==> config.mk <==
export PLATFORM = sky130hd
export DESIGN_NAME = fpmul_share_arbiter
export DESIGN_NICKNAME = d
export VERILOG_FILES = /design/src/rtl/fpmul_share_arbiter.sv
export SDC_FILE = /design/constraint.sdc
export NUM_CORES = 1
export LEC_CHECK = 0
export ABC_AREA = 1
export CAP_MARGIN = 40
export CORE_AREA = 2 2 154 156
export CTS_CLUSTER_DIAMETER = 50
export CTS_CLUSTER_SIZE = 20
export DETAILED_ROUTE_END_ITERATION = 10
export DIE_AREA = 0 0 156 158
export GPL_TIMING_DRIVEN = 1
export PLACE_DENSITY = 0.65
export SYNTH_ARGS = -nofsm -noshare
export SYNTH_HDL_FRONTEND = slang
export SYNTH_SLANG_ARGS = --single-unit
==> constraint.sdc <==
create_clock -name clk_i -period 3.8 [get_ports clk_i]
set_input_delay 0.76 -clock clk_i [delete_from_list [all_inputs] [get_ports clk_i]]
set_output_delay 0.76 -clock clk_i [all_outputs]
set_load 0.02 [all_outputs]
==> src/rtl/fpmul_share_arbiter.sv <==
// Round-robin share arbiter for one pipelined FP32 multiplier with per-requester tag return.
// Optional per-requester handshake counters are enabled by defining FPMUL_ARB_STATS_EN.
module fpmul_share_arbiter #(
    parameter  int NUM_REQ     = 4,
    parameter  int MUL_LATENCY = 3,
    localparam int ID_W        = $clog2(NUM_REQ)
) (
    input  logic                    clk_i,
    input  logic                    reset_i,
    input  logic [NUM_REQ-1:0]      req_valid_i,
    input  logic [NUM_REQ*32-1:0]   req_a_i,
    input  logic [NUM_REQ*32-1:0]   req_b_i,
    output logic [NUM_REQ-1:0]      req_ready_o,
    output logic                    mul_valid_o,
    output logic [31:0]             mul_a_o,
    output logic [31:0]             mul_b_o,
    input  logic [31:0]             mul_result_i,
    output logic [NUM_REQ-1:0]      rsp_valid_o,
    output logic [31:0]             rsp_data_o,
    output logic                    busy_o
`ifdef FPMUL_ARB_STATS_EN
    ,
    output logic [NUM_REQ*16-1:0]   grant_count_o
`endif
);

    logic [NUM_REQ-1:0] outstanding_r;
    logic [NUM_REQ-1:0] outst_eff_s;
    logic [NUM_REQ-1:0] eligible_s;
    logic [NUM_REQ-1:0] grant_s;
    logic [NUM_REQ-1:0] rsp_vld_s;
    logic [31:0]        rsp_data_s;
    logic [ID_W-1:0]    rr_ptr_r;
    logic [ID_W-1:0]    gnt_id_s;
    logic [ID_W-1:0]    nxt_ptr_s;
    logic [ID_W:0]      idx_s;
    logic               gnt_any_s;

    logic               mul_valid_r;
    logic [31:0]        mul_a_r;
    logic [31:0]        mul_b_r;
    logic [ID_W-1:0]    issue_id_r;

    logic [MUL_LATENCY-1:0] tag_vld_r;
    logic [ID_W-1:0]        tag_id_r [MUL_LATENCY];

    // A responding requester is already free this cycle so it can be regranted immediately.
    assign outst_eff_s = outstanding_r & ~rsp_vld_s;
    assign eligible_s  = req_valid_i & ~outst_eff_s & {NUM_REQ{~reset_i}};

    // Round-robin search starting at rr_ptr_r, wrapping modulo NUM_REQ.
    always_comb begin
        gnt_any_s = 1'b0;
        gnt_id_s  = '0;
        idx_s     = '0;
        for (int k = 0; k < NUM_REQ; k++) begin
            idx_s = {1'b0, rr_ptr_r} + (ID_W+1)'(k);
            if (idx_s >= (ID_W+1)'(NUM_REQ)) begin
                idx_s = idx_s - (ID_W+1)'(NUM_REQ);
            end else begin
                idx_s = idx_s;
            end
            if (!gnt_any_s && eligible_s[idx_s[ID_W-1:0]]) begin
                gnt_any_s = 1'b1;
                gnt_id_s  = idx_s[ID_W-1:0];
            end else begin
                gnt_any_s = gnt_any_s;
            end
        end
    end

    // One-hot grant and the pointer value that follows it.
    always_comb begin
        grant_s   = '0;
        nxt_ptr_s = rr_ptr_r;
        if (gnt_any_s) begin
            grant_s[gnt_id_s] = 1'b1;
            if (gnt_id_s == ID_W'(NUM_REQ-1)) begin
                nxt_ptr_s = '0;
            end else begin
                nxt_ptr_s = gnt_id_s + ID_W'(1);
            end
        end else begin
            grant_s = '0;
        end
    end

    assign req_ready_o = grant_s;

    // Issue register, round-robin pointer and outstanding bookkeeping.
    always_ff @(posedge clk_i or posedge reset_i) begin
        if (reset_i) begin
            mul_valid_r   <= 1'b0;
            mul_a_r       <= 32'h0;
            mul_b_r       <= 32'h0;
            issue_id_r    <= '0;
            rr_ptr_r      <= '0;
            outstanding_r <= '0;
        end else begin
            outstanding_r <= outst_eff_s | grant_s;
            if (gnt_any_s) begin
                mul_valid_r <= 1'b1;
                mul_a_r     <= req_a_i[gnt_id_s*32 +: 32];
                mul_b_r     <= req_b_i[gnt_id_s*32 +: 32];
                issue_id_r  <= gnt_id_s;
                rr_ptr_r    <= nxt_ptr_s;
            end else begin
                mul_valid_r <= 1'b0;
            end
        end
    end

    // Tag pipeline mirroring the multiplier latency.
    always_ff @(posedge clk_i or posedge reset_i) begin
        if (reset_i) begin
            tag_vld_r <= '0;
            for (int k = 0; k < MUL_LATENCY; k++) begin
                tag_id_r[k] <= '0;
            end
        end else begin
            tag_vld_r[0] <= mul_valid_r;
            tag_id_r[0]  <= issue_id_r;
            for (int k = 1; k < MUL_LATENCY; k++) begin
                tag_vld_r[k] <= tag_vld_r[k-1];
                tag_id_r[k]  <= tag_id_r[k-1];
            end
        end
    end

    // Route the returning product to the requester recorded in the last tag stage.
    always_comb begin
        rsp_vld_s  = '0;
        rsp_data_s = 32'h0;
        if (tag_vld_r[MUL_LATENCY-1]) begin
            rsp_vld_s[tag_id_r[MUL_LATENCY-1]] = 1'b1;
            rsp_data_s = mul_result_i;
        end else begin
            rsp_data_s = 32'h0;
        end
    end

    assign rsp_valid_o = rsp_vld_s;
    assign rsp_data_o  = rsp_data_s;
    assign mul_valid_o = mul_valid_r;
    assign mul_a_o     = mul_a_r;
    assign mul_b_o     = mul_b_r;
    assign busy_o      = |outstanding_r;

`ifdef FPMUL_ARB_STATS_EN
    logic [15:0] cnt_r [NUM_REQ];

    // Saturating handshake counters, one per requester.
    always_ff @(posedge clk_i or posedge reset_i) begin
        if (reset_i) begin
            for (int i = 0; i < NUM_REQ; i++) begin
                cnt_r[i] <= 16'h0;
            end
        end else begin
            for (int i = 0; i < NUM_REQ; i++) begin
                if (grant_s[i] && (cnt_r[i] != 16'hFFFF)) begin
                    cnt_r[i] <= cnt_r[i] + 16'd1;
                end else begin
                    cnt_r[i] <= cnt_r[i];
                end
            end
        end
    end

    // Flatten counters onto the packed output.
    always_comb begin
        grant_count_o = '0;
        for (int i = 0; i < NUM_REQ; i++) begin
            grant_count_o[i*16 +: 16] = cnt_r[i];
        end
    end
`endif

endmodule
# After elaboration in Yosys (flattened, before gate mapping)
# Cells that the tools add are included.
[totals]
reg_bits = 82
inputBits = 294
out_inout_bits = 106
elab_cells = 78
[op_classes]
addsub = 8
n_lt_le_gt_ge = 12
eq_ne = 1
n_shift = 2
muxes = 29
bitwise_logic = 7
n_reduce_logical = 9
[ops]
columns = ["op", "count"]
rows = [
  ["128-bit by 8-bit indexed part select with 32-bit output", 2],
  ["32-bit two-way mux", 1],
  ["2-bit by 3-bit < comparator with 1-bit output, second input constant", 6],
  ["2-bit two-way mux", 9],
  ["4-bit AND", 3],
  ["1-bit two-way mux", 11],
  ["3-bit greater-or-equal comparator, second input constant", 3],
  ["1-bit binary-select mux with 2-bit select", 4],
  ["4-bit two-way mux", 2],
  ["4-bit NOT", 2],
  ["2-bit by 1-bit subtractor with 2-bit output, second input constant", 4],
  ["2-bit by 2-bit adder with 3-bit output, second input constant", 2],
  ["1-bit logical AND", 5],
  ["1-bit demux with 2-bit select", 2],
  ["2-bit by 1-bit greater-or-equal comparator with 1-bit output, second input constant", 2],
  ["4-bit OR", 1],
  ["4-bit OR reduction", 1],
  ["2-bit by 1-bit adder with 3-bit output, second input constant", 1],
  ["2-bit by 3-bit greater-or-equal comparator with 1-bit output, second input constant", 1],
  ["1-bit zero test", 3],
  ["2-bit by 1-bit adder with 2-bit output, second input constant", 1],
  ["2-bit equality test, second input constant", 1],
  ["1-bit NOT", 1],
]

# Depth between registers and ports, before layout
[depth]
word_depth = 28
ltp_mapped = 19
mapped_depth_nobuf = 17

# Least setup slack after synthesis
# No wires, ideal clock.
[synth_path]
path_kind = "input to output"
startpoint = "input req_valid_i[3]"
endpoint = "output req_ready_o[0]"
t_arrival_ps = 2282
required_ps = 3040
path_slack_ps = 758
path_stages = 14
path_buffers = 2
cell_sequence = "inv_1 -> nor2_1 -> nand3_1 -> nand2_1 -> nand2_1 -> nand2_1 -> nor2_1 -> a21boi_1 -> nand2_1 -> nor2_4 -> buf_4 -> buf_4 -> nand2_1 -> nor2_1"
[synth_via]
elab_chain_cells = 19
word_cells_on_any_way = 30
cone_classes = "order compare: 2; mux: 19; bitwise: 2; reduce/logical: 7"
[synth_rtl]
columns = ["item", "line", "rtl"]
rows = [
  ["start: declaration", "10", "input logic [NUM_REQ-1:0] req_valid_i,"],
  ["4-bit AND (*) (2 in a row)", "49", "assign eligible_s = req_valid_i & ~outst_eff_s & {NUM_REQ{~reset_i}};"],
  ["1-bit binary-select mux with 2-bit select", "63", "if (!gnt_any_s && eligible_s[idx_s[ID_W-1:0]]) begin"],
  ["1-bit two-way mux (not written as such)", "63", ""],
  ["1-bit two-way mux", "63", ""],
  ["1-bit zero test", "63", ""],
  ["1-bit logical AND", "63", ""],
  ["1-bit two-way mux", "63", ""],
  ["1-bit zero test", "63", ""],
  ["[2 not listed]", "--", ""],
  ["1-bit zero test", "63", ""],
  ["1-bit logical AND", "63", ""],
  ["2-bit two-way mux", "63", ""],
  ["2-bit by 3-bit < comparator with 1-bit output (not written as such) or 2-bit by 1-bit greater-or-equal comparator with 1-bit output (tied branches)", "77", "grant_s[gnt_id_s] = 1'b1;"],
  ["1-bit logical AND (not written as such)", "77", ""],
  ["1-bit two-way mux (not written as such)", "77", ""],
  ["1-bit demux with 2-bit select", "77", ""],
  ["4-bit two-way mux (*)", "76", "if (gnt_any_s) begin"],
  ["end: declaration", "13", "output logic [NUM_REQ-1:0] req_ready_o,"],
]
# Every way passes the cells marked *; elsewhere a longest branch is shown, timed or not. The select of a mux whose other input is x is not followed.

# Worst setup path after layout
[layout_path]
startpoint = "input reset_i"
endpoint = "output req_ready_o[1]"
[layout_via]
elab_chain_cells = 19
word_cells_on_any_way = 30
cone_classes = "order compare: 2; mux: 19; bitwise: 2; reduce/logical: 7"
[layout_rtl]
columns = ["item", "line", "rtl"]
rows = [
  ["start: declaration", "9", "input logic reset_i,"],
  ["1-bit NOT (*)", "49", ""],
  ["4-bit AND (*)", "49", ""],
  ["1-bit binary-select mux with 2-bit select", "63", ""],
  ["1-bit two-way mux (not written as such)", "63", ""],
  ["1-bit two-way mux", "63", ""],
  ["1-bit zero test", "63", ""],
  ["1-bit logical AND", "63", ""],
  ["1-bit two-way mux", "63", ""],
  ["[3 not listed]", "--", ""],
  ["1-bit zero test", "63", ""],
  ["1-bit logical AND", "63", ""],
  ["2-bit two-way mux", "63", ""],
  ["2-bit by 3-bit < comparator with 1-bit output (not written as such) or 2-bit by 1-bit greater-or-equal comparator with 1-bit output (tied branches)", "77", ""],
  ["1-bit logical AND (not written as such)", "77", ""],
  ["1-bit two-way mux (not written as such)", "77", ""],
  ["1-bit demux with 2-bit select", "77", ""],
  ["4-bit two-way mux (*)", "76", ""],
]
# Marks and branches as above.

==> flow_summary.toml <==
[outcome]
status = "complete, no violations"

[global_route]
grt_pass1_wl_mm = 37.7
grt_overflow_total = 0
grt_pass1_vias = 7045
antenna_found_initial = 0
grt_usage = 0.194
grt_max_degree = 129

[power_and_ir_drop]
p_leak_nw = 5.67
power-per-cell-area_nw_per_um2 = 1050
power_w = 0.0111
vdd_ir_drop_max_v = 0.00122

[worst_hold_path]
hp-start = "tag_id_r[5]$_DFF_PP0_"
min_to = "tag_id_r[3]$_DFF_PP0_"
hold_class = "reg2reg"
worstHoldPathCells = 0

[synthesis]
synth_xor_area_frac = 0.00262
synthTopCellsByCount = "nand2_1 (706), nand3_1 (145), dfrtp_1 (82)"
ys_seq_area_frac = 0.331
ys_warn_count = 0
avgSynthCellArea_um2 = 5.72
syn_nets = 1378
synth_edf_count = 0
synth.cell_area_um2 = 6200
yosysMostFrequentCell = "nand2_1"
syn_inst = 1084
synth_top_area_share = 0.427
synth.area.mux_share = 0
async_flop_share = 1.00
synth_top_family_by_area = "simple AND/OR/NAND/NOR gates"
synthAdderAreaFrac = 0
synth_cell_type_count = 22
ys_ff_latch = 82
synth_simple_gate_area_frac = 0.558
synth_top_area_cell = "nand2_1"
synth_ff_type = "dfrtp_1"
yosys-top-cells-area = "nand2_1 (43%), dfrtp_1 (33%), nand3_1 (12%), inv_1 (3.0%), buf_2 (2.7%)"
synth_compound_area_frac = 0.00565

[clock_network]
postCtsSetupBuffers = 0
cts-root-buf = "clkbuf_16"
cts_max_level = 3
clock-sinks = 82
clock_latency_ns = 0.34
clk_path_buf_depth = 2
cts_made_buffers = 9
clkSlewWorstSetupHoldPaths_ns = 0.06
cts_tree = "done"

[die]
fp.dieArea_um2 = 24600
row_count = 56
core_area_um2 = 23100
initial_core_util = 0.269
die_h_um = 158
die_w_um = 156
io_pins = 400

[worst_setup_path]
required_ns = 3.04
critPathLaunchType = "primary input"
r2r_start = "rr_ptr_r[0]$_DFFE_PP0P_"
worst-setup-path-type = "in2out"
r2r_slack_ns = 0.94
critPathMaxFanout = 5
r2r_cells = 14
r2r-end = "mul_b_o[10]$_DFFE_PP0P_"
critPathArrivalTime_ns = 2.84
crit_start = "reset_i"
end_kind = "primary output"

[detailed_routing]
wl_per_cell_um = 14.5
wl_mm = 25.1
ant_nets = 0
vias = 7780
viasPerCell = 4.49
first_pass_iters = 4
drtIter0Drc = 412
drc = 0

[layout]
drive_gt1_frac = 0.0305
nets = 1732
layout.cells.non_filler = 1733
syn2layout_area_growth_pct = 71.1
n_antenna_cell = 0
fin_area_um2 = 10600

[sta]
worstMarginPinSlew_ns = 0.790
slew_headroom = 0.474
fin_crit_ns = 3.60
drv_slew = 0
max_freq_mhz = 278
finalHoldViolations = 0
skew_ns = 0.00881
grt_setup_unrepaired = "no"
timing.final.crit_share = 0.947
finalSetupViolCount = 0

[place]
dp_cells = 1717
port_buffers = 399
dp_hpwl_mm = 18.1
postPlaceCellArea_um2 = 10300
gp_congestion = 0.886

[run]
max_cap_violations = 0
metrics by stage:
stage / TNS [ns] / worst slack (ns) / utilization / hold slack, ns
after floorplan: 0 / 0.758 / - / 0.331
after global placement: -0.0281 / -0.0281 / 0.447 / 0.334
after detailed placement: -0.0971 / -0.0698 / 0.448 / 0.335
after CTS: 0 / 0.0118 / 0.460 / 0.348
after global routing: 0 / 0.0302 / 0.460 / 0.349
final: 0 / 0.201 / 0.460 / 0.347
registers in the layout (all words and copies together) (netlist names):
signal	count
tag_vld_r	3
mul_valid_o	1
tag_id_r	6
issue_id_r	2
mul_b_o	32
mul_a_o	32
rr_ptr_r	2
outstanding_r	4
cell families after synthesis:
| group | after synthesis |
|---|---|
| simple gates | 868 |
| compound gates | 6 |
| xor+xnor | 1 |
| buf+inv | 127 |
| flops | 82 |
cells in the final DEF, fill, tap and decap left out, drive strengths merged:
cell / instances
a21boi: 1
a21oi: 2
buf: 19
clkbuf: 12
clkdlybuf4s15: 1
clkdlybuf4s50: 395
clkinv: 4
clkinvlp: 1
dfrtp: 82
dlygate4sd2: 1
dlymetal6s2s: 2
inv: 51
nand2: 708
nand3: 145
nand4: 2
nor2: 12
o211ai: 1
o21ai: 2
or4: 1
xor2: 1
metal layers:
metal,routed length (um),vias up,global-route usage,part of all wire
li1,-,4003,-,-
met1,10300,3487,0.226,0.41
met2,12400,267,0.350,0.50
met3,1860,23,0.0512,0.074
met4,449,0,0.0603,0.018
met5,0,-,0,0
cell type report:
type,count,area (um^2)
multi-input cells,875,3530
clock buffers,12,256
clock inverters,4,26.3
flip-flops and latches,82,2050
inverters,52,196
repair buffers,418,4190
fillers,2405,12400
well taps,290,363
worst max-delay path by stage:
stage,to,slack (ns),depth (start not counted)
after detailed placement,req_ready_o[1],-0.07,13
after global placement,req_ready_o[1],-0.03,13
after global routing,req_ready_o[1],0.03,13
after CTS,req_ready_o[3],0.01,11
final,req_ready_o[1],0.20,13
after floorplan,req_ready_o[0],0.76,14
critical path, cell delays in order:
cell and delay [ns]:
clkdlybuf4s50_1 0.48, nor2_1 0.19, nand3_1 0.14, nand2_1 0.12
nand2_1 0.07, nand2_1 0.09, nor2_1 0.06, a21boi_1 0.13
nand2_1 0.11, nor2_4 0.15, nand2_1 0.14, inv_1 0.09
clkdlybuf4s15_1 0.32
what timing repair did:
| item | 4_1_cts | 5_1_grt |
|---|---|---|
| cloned | 0 | 0 |
| gates resized for setup | 2 | 3 |
| hold buffers | 0 | 0 |
| setup endpoints to repair | 2 | 3 |
power breakdown:
| group | leakage (nW) | switching [W] | internal [W] |
|---|---|---|---|
| clock network | 0.139 | 0.000361 | 0.000478 |
| logic | 4.53 | 0.00568 | 0.00296 |
| registers | 1.00 | 0.000246 | 0.00140 |
Note: power is estimated with default switching activity, not from simulation.
